==> src/rtl/fetch_pkg.sv <==
// Shared fetch-stage constants and the PC alignment helper.
package fetch_pkg;

  localparam int PC_W = 32;
  localparam logic [PC_W-1:0] PC_STEP = 32'd4;
  localparam logic [PC_W-1:0] RESET_PC_DEFAULT = 32'h0000_0000;

  // Instructions are word aligned, so the two low address bits are dropped.
  function automatic logic [PC_W-1:0] align(input logic [PC_W-1:0] addr);
    return {addr[PC_W-1:2], 2'b00};
  endfunction

endpackage

==> src/rtl/sat_counter.sv <==
// Up-counter that sticks at all-ones instead of wrapping.
module sat_counter #(
  parameter int W = 16
) (
  input  logic         clk,
  input  logic         rst,
  input  logic         inc,
  output logic [W-1:0] count
);

  logic [W-1:0] count_reg;

  // Count up on inc, stop once every bit is set.
  always_ff @(posedge clk) begin
    if (rst) begin
      count_reg <= '0;
    end else if (inc && (count_reg != {W{1'b1}})) begin
      count_reg <= count_reg + 1'b1;
    end
  end

  assign count = count_reg;

endmodule

==> src/rtl/fetch_pc_gen.sv <==
// Fetch PC generator: picks redirect / BTB target / PC+4 and fills IF/ID.
module fetch_pc_gen
  import fetch_pkg::*;
#(
  parameter logic [31:0] RESET_PC = RESET_PC_DEFAULT,
  parameter int          CNT_W    = 16
) (
  input  logic             clk,
  input  logic             rst,
  input  logic             stall,
  input  logic             imem_ready,
  input  logic             redirect,
  input  logic [31:0]      redirect_pc,
  input  logic             btb_valid,
  input  logic             btb_taken,
  input  logic [31:0]      btb_target,
  output logic [31:0]      pc,
  output logic             id_valid,
  output logic [31:0]      id_pc,
  output logic             id_pred_taken,
  output logic [31:0]      id_pred_target,
  output logic [CNT_W-1:0] redirect_cnt,
  output logic [CNT_W-1:0] pred_taken_cnt
);

  logic [PC_W-1:0] pc_reg;
  logic [PC_W-1:0] pc_next;
  logic            id_valid_reg;
  logic [PC_W-1:0] id_pc_reg;
  logic            id_pred_taken_reg;
  logic [PC_W-1:0] id_pred_target_reg;

  logic            pred_hit;
  logic            advance;
  logic            held;
  logic [PC_W-1:0] target_aligned;

  assign pred_hit       = btb_valid & btb_taken;
  assign held           = stall | ~imem_ready;
  assign advance        = ~stall & imem_ready & ~redirect;
  assign target_aligned = align(btb_target);

  // Next-PC select; redirect beats a stall so EX corrections are never lost.
  always_comb begin
    pc_next = pc_reg;
    if (redirect) begin
      pc_next = align(redirect_pc);
    end else if (held) begin
      pc_next = pc_reg;
    end else if (pred_hit) begin
      pc_next = target_aligned;
    end else begin
      pc_next = pc_reg + PC_STEP;
    end
  end

  // Fetch PC register; pc is a pure register output so BTB lookups see no loop.
  always_ff @(posedge clk) begin
    if (rst) begin
      pc_reg <= align(RESET_PC);
    end else begin
      pc_reg <= pc_next;
    end
  end

  // IF/ID boundary: squash on redirect, freeze on stall, bubble when imem is busy.
  always_ff @(posedge clk) begin
    if (rst) begin
      id_valid_reg       <= 1'b0;
      id_pc_reg          <= '0;
      id_pred_taken_reg  <= 1'b0;
      id_pred_target_reg <= '0;
    end else if (redirect) begin
      id_valid_reg <= 1'b0;
    end else if (stall) begin
      id_valid_reg <= id_valid_reg;
    end else if (!imem_ready) begin
      id_valid_reg <= 1'b0;
    end else begin
      id_valid_reg       <= 1'b1;
      id_pc_reg          <= pc_reg;
      id_pred_taken_reg  <= pred_hit;
      id_pred_target_reg <= pred_hit ? target_aligned : '0;
    end
  end

  sat_counter #(.W(CNT_W)) u_redirect_cnt (
    .clk   (clk),
    .rst   (rst),
    .inc   (redirect),
    .count (redirect_cnt)
  );

  sat_counter #(.W(CNT_W)) u_pred_taken_cnt (
    .clk   (clk),
    .rst   (rst),
    .inc   (advance & pred_hit),
    .count (pred_taken_cnt)
  );

  assign pc             = pc_reg;
  assign id_valid       = id_valid_reg;
  assign id_pc          = id_pc_reg;
  assign id_pred_taken  = id_pred_taken_reg;
  assign id_pred_target = id_pred_target_reg;

endmodule

==> config.mk <==
export PLATFORM = sky130hd
export DESIGN_NAME = fetch_pc_gen
export DESIGN_NICKNAME = d
export VERILOG_FILES = /design/src/rtl/fetch_pkg.sv /design/src/rtl/sat_counter.sv /design/src/rtl/fetch_pc_gen.sv
export SDC_FILE = /design/constraint.sdc
export NUM_CORES = 1
export LEC_CHECK = 0
export CAP_MARGIN = 20
export CORE_AREA = 3 3 124 126
export CTS_BUF_LIST = sky130_fd_sc_hd__clkbuf_16
export DETAILED_ROUTE_END_ITERATION = 7
export DIE_AREA = 0 0 127 129
export GPL_ROUTABILITY_DRIVEN = 0
export PLACE_DENSITY_LB_ADDON = 0.08
export SLEW_MARGIN = 20
export SYNTH_ARGS = -nofsm -noshare
export SYNTH_HDL_FRONTEND = slang
export SYNTH_SLANG_ARGS = --single-unit
export TNS_END_PERCENT = 1
==> constraint.sdc <==
create_clock -name clk -period 1.72 [get_ports clk]
set_clock_uncertainty 0.1 [all_clocks]
set_input_delay 0.516 -clock clk [delete_from_list [all_inputs] [get_ports clk]]
set_output_delay 0.516 -clock clk [all_outputs]
set_load 0.005 [all_outputs]
Yosys cells after proc, flatten, opt, wreduce, memory -nomap -nowiden --
Cells that the tools add are included.
Word-level totals: logic and storage cells 31, bits of input ports 71, output and inout port bits 130, register bits 130
Operators by class: bitwise gates (word level) 8, add/subtract/negate cells 3, mux-type cells 5, eq/ne operators 3, reduce and logical (&&, ||, !) cells 4
Operators by type and width (number):
- $mux W32 | 4
- $add A16 B1 Y16 const B | 2
- $add A32 B3 Y32 const B | 1
- $ne A16 B16 Y1 const B | 2
- $and A1 B1 Y1 | 4
- $not A1 Y1 | 3
- $reduce_and A3 Y1 | 1
- $logic_and A1 B1 Y1 | 2
- $ne A2 B2 Y1 const B | 1
- $reduce_or A2 Y1 | 1
- $mux W1 | 1
- $or A1 B1 Y1 | 1

Logic depth before layout (Yosys ltp) --
depth in word-level cells 5, gate-level depth with buffers 7, depth with buffers taken out 6

Modules after synthesis --
From an unflattened synthesis, not the netlist that was laid out.
Second synthesis, totals: cells, all modules 792, area total of the unflattened synthesis 6158.4 um^2
Modules (own cells, without submodules):
- fetch_pc_gen | times used 1, area each 4461.8 um^2, seq. area each 1921.8 um^2, cells an instance 594
- sat_counter | times used 2, area each 848.3 um^2, seq. area each 320.3 um^2, cells an instance 99

Worst setup path after synthesis --
No wires, ideal clock.
kind input -> register, start point input redirect, end point register u_pred_taken_cnt.count_reg[5] (netlist: u_pred_taken_cnt.count[5]), arrival 1577 ps, library setup time 128 ps, slack -84 ps, cell stages on the path 6, path through buf_2 and4b_1 nand3_1 a211oi_1 xnor2_1 nor2_1
On the way: word-level cells in the longest chain between the ends 4
RTL lines:
- start, declared | line fetch_pc_gen.sv:12 | input logic redirect,
- $not A1 Y1 (no source line)
- $and A1 B1 Y1 | line fetch_pc_gen.sv:40 | assign advance = ~stall & imem_ready & ~redirect;
- $and A1 B1 Y1 | line fetch_pc_gen.sv:97 | .inc (advance & pred_hit),
- $logic_and A1 B1 Y1 | line sat_counter.sv:17 | end else if (inc && (count_reg != {W{1'b1}})) begin
- end signal, assigned | line sat_counter.sv:18 | count_reg <= count_reg + 1'b1;
- end, declared | line sat_counter.sv:11 | logic [W-1:0] count_reg;
No other way between the ends. A chain may end at the register's enable or synchronous reset.

Worst setup path after layout --
start point register pc_reg[16] (netlist: pc[16]), end point register pc_reg[25] (netlist: pc[25])
On the way: word-level cells in the longest chain between the ends 4
RTL lines:
- start, declared | line fetch_pc_gen.sv:26 | logic [PC_W-1:0] pc_reg;
- start signal, assigned | line fetch_pc_gen.sv:60 | pc_reg <= align(RESET_PC);
- start signal, assigned | line fetch_pc_gen.sv:62 | pc_reg <= pc_next;
- $add A32 B3 Y32 | line fetch_pc_gen.sv:53 | pc_next = pc_reg + PC_STEP;
- $mux W32 | line fetch_pc_gen.sv:50 | end else if (pred_hit) begin
- $mux W32 | line fetch_pc_gen.sv:48 | end else if (held) begin
- $mux W32 | line fetch_pc_gen.sv:46 | if (redirect) begin
No other way between the ends. The select of a mux whose other input is x is not followed.

==> results.cfg <==
[sta]
min_period_ns = 1.71
grt_setup_unrepaired = true
min_period_over_period_pct = 99.6
setup_ws_ns = 0.00616
report.final.slew_viol_count = 0
fmax_mhz = 583
setup_tns_ns = 0
worst_hold_slack_ns = 0.294
setup_viol = 0
hold_viol = 0

[logic_synthesis]
synth.area.mux_share_pct = 0.498
yosysTopAreaCellShare_pct = 42.5
synth_cell_types = 54
synth_fa_ha_area_share_pct = 0.623
synth_edf_count = 0
synth-xor-area-share_pct = 6.97
yosys.area.top_type = dfxtp_1
synth_compound_area_share_pct = 16.3
yosysWarnings = 0
synth_top_flop_cell = dfxtp_1
seq_area_frac_synth_pct = 42.5
synth_simple_gate_area_share_pct = 28.4
synthesis.area_mm2 = 0.00603
synth_area_leaders = dfxtp_1 43%, a21oi_1 10%, nand2_1 9.3%, nand3_1 6.1%, xnor2_1 3.8%
synthCells = 766
synth_top_family_by_area = simple AND/OR/NAND/NOR gates
avgSynthCellArea_um2 = 7.87
synthArstFlopShare_pct = 0
synth_seq_cells = 128

[placement]
dpl.cell_count = 1181
place_area_mm2 = 0.00885
place_hpwl_um = 14900
place_ws_ns = -0.648
place.port_buffers = 194

[detailed_routing]
drc_errors = 0
post_drt_wl_per_cell_um = 16.9
antenna_left = 0
dr.first_iter.drc_count = 432
wirelength_um = 20500
num_vias = 6580
dr.pass1.iters = 5
via_per_inst = 5.40

[worst_setup_path]
crit_required_ns = 1.95
cp_max_fo = 5
end_kind = flip-flop
start_kind = flip-flop
arrival_ns = 1.94
path_class = reg2reg
crit_buf_inv = 2
crit_chain = buf_6 -> nand4_1 -> nor3_4 -> buf_6 -> nand4b_1 -> xor2_1 -> o22ai_1
critical-path-top-delay-family = simple AND/OR/NAND/NOR gates
critPathMaxStageDelay_ns = 0.33
critPathMostFrequentCell = buf_6
critPathSlowestCell = dfxtp_2

[finish]
stdcell_count = 1219
area_growth_syn_to_layout_pct = 57.5
nets = 1097
n_antenna_cell = 0
fin_area_mm2 = 0.00950
drive_gt1_share_pct = 23.2

[clock_tree]
worstSkewPairLatency_ns = 0.41
htreeDepth = 4
cts_root_buf = clkbuf_16
cts_buffers = 17
cts.clk_slew.worst_paths_ns = 0.06
cts.sinks = 128
clk_path_buf_depth = 2
cts-hold-fix-buffers = 0
cts_tree = done

[grt]
grt_util_met2_pct = 41.3
grt_pass1_vias = 6302
grt.total_usage_pct = 24.5
gr-total-overflow = 0
antenna_found_initial = 0
busiest_layer = met2
grt_pass1_wl_um = 32500
use_met3_pct = 4.98
grt_max_degree = 63
met1_usage_pct = 30.9

[power_and_ir_drop]
cellLeakagePower_uw = 0.00404
ir_worst_vdd_uv = 612
power.density_mw_per_mm2 = 756

[die]
die-area_mm2 = 0.0164
core_mm2 = 0.0144
pin_count = 201
floorplan.initialDensity_pct = 41.8
dieWidth_um = 127
die_h_um = 129
std_cell_rows = 44

[outcome]
status = finished clean

[hold_path]
holdCritPathClass = in2reg

[run]
cap_violations = 0
[what timing repair did]
item	CTS	global route
pin swaps	6	11
cloned	0	0
endpoints found under the hold margin	0	0
buffers inserted	3	4
endpoints found under the setup margin	213	75
gates resized for setup	224	47
[worst paths after layout]
| check | slack [ns] | to | from | cells after the start |
|---|---|---|---|---|
| setup reg to reg | 0.006 | pc[25] | pc[16] | 7 |
| hold / removal | 0.29 | id_valid | redirect | 2 |
| hold reg to reg | 0.35 | id_pc[24] | id_pc[24] | 2 |
| setup / recovery | 0.006 | pc[25] | pc[16] | 7 |
[per-stage QoR]
step | total power [uW] | util, %
detailed placement | 4090 | 61.3
finish | 7180 | 65.8
floorplan | 3510 | -
global placement | 4080 | 61.3
global route | 7440 | 65.8
CTS | 7200 | 65.0
[power breakdown]
group	internal, uW	switching, uW	total (uW)
Sequential	3030	66.6	3100
Combinational	470	445	915
Clock	1920	1250	3160
[worst reg2reg max path: stages (launching register included)]
cell	delay, ns
dfxtp_2	0.33
buf_6	0.09
nand4_1	0.21
nor3_4	0.33
buf_6	0.15
nand4b_1	0.13
xor2_1	0.16
o22ai_1	0.13
[logic make-up (layout without fill, tap and decap cells)]
| logic type | after synthesis | after routing |
|---|---|---|
| buffers and inverters | 68 | 336 |
| XOR/XNOR | 48 | 48 |
| AND/OR/NAND/NOR | 338 | 338 |
| adder cells (fa/ha/maj) | 3 | 3 |
| other | 1 | 2 |
| AO/OA/AOI/OAI | 177 | 177 |
| multiplexers | 3 | 3 |
| flip-flops | 128 | 128 |
[layout by cell type (no fill, tap or decap), drive strengths merged, types with 26 or more instances in the layout]
master         synthesis  layout
nor2                  46      46
a21oi                122     122
dfxtp                128     128
clkdlybuf4s50          0      60
xnor2                 26      26
nand2                149     149
nand3                 74      74
dlygate4sd2            0     113
clkbuf                32      26
buf                   29     107
[final cells by class]
type | instances | area, um^2
clock buffer | 17 | 425
clock inverter | 14 | 85.1
fill | 1276 | 4930
inverter | 7 | 26.3
multi-input combinational | 571 | 3330
sequential | 128 | 2680
tap | 184 | 230
timing repair buffer | 298 | 2730
[Yosys cell counts (6+ instances only)]
| library cell | n |
|---|---|
| nand2_1 | 149 |
| dfxtp_1 | 128 |
| a21oi_1 | 122 |
| nand3_1 | 74 |
| nor2_1 | 44 |
| clkbuf_1 | 32 |
| xnor2_1 | 26 |
| xor2_1 | 22 |
| o22ai_1 | 20 |
| buf_1 | 16 |
| nand4_1 | 14 |
| buf_2 | 10 |
| o21ai_0 | 10 |
| nor3_1 | 9 |
| inv_1 | 7 |
| and3_1 | 6 |
| nor4_1 | 6 |
[routing by layer]
metal  wire, um  share of wire (%)
met1       8670                 42
met2       9980                 49
met3       1430                7.0
met4        463                2.3
met5          0                  0
Note: power is estimated with default switching activity, not from simulation.
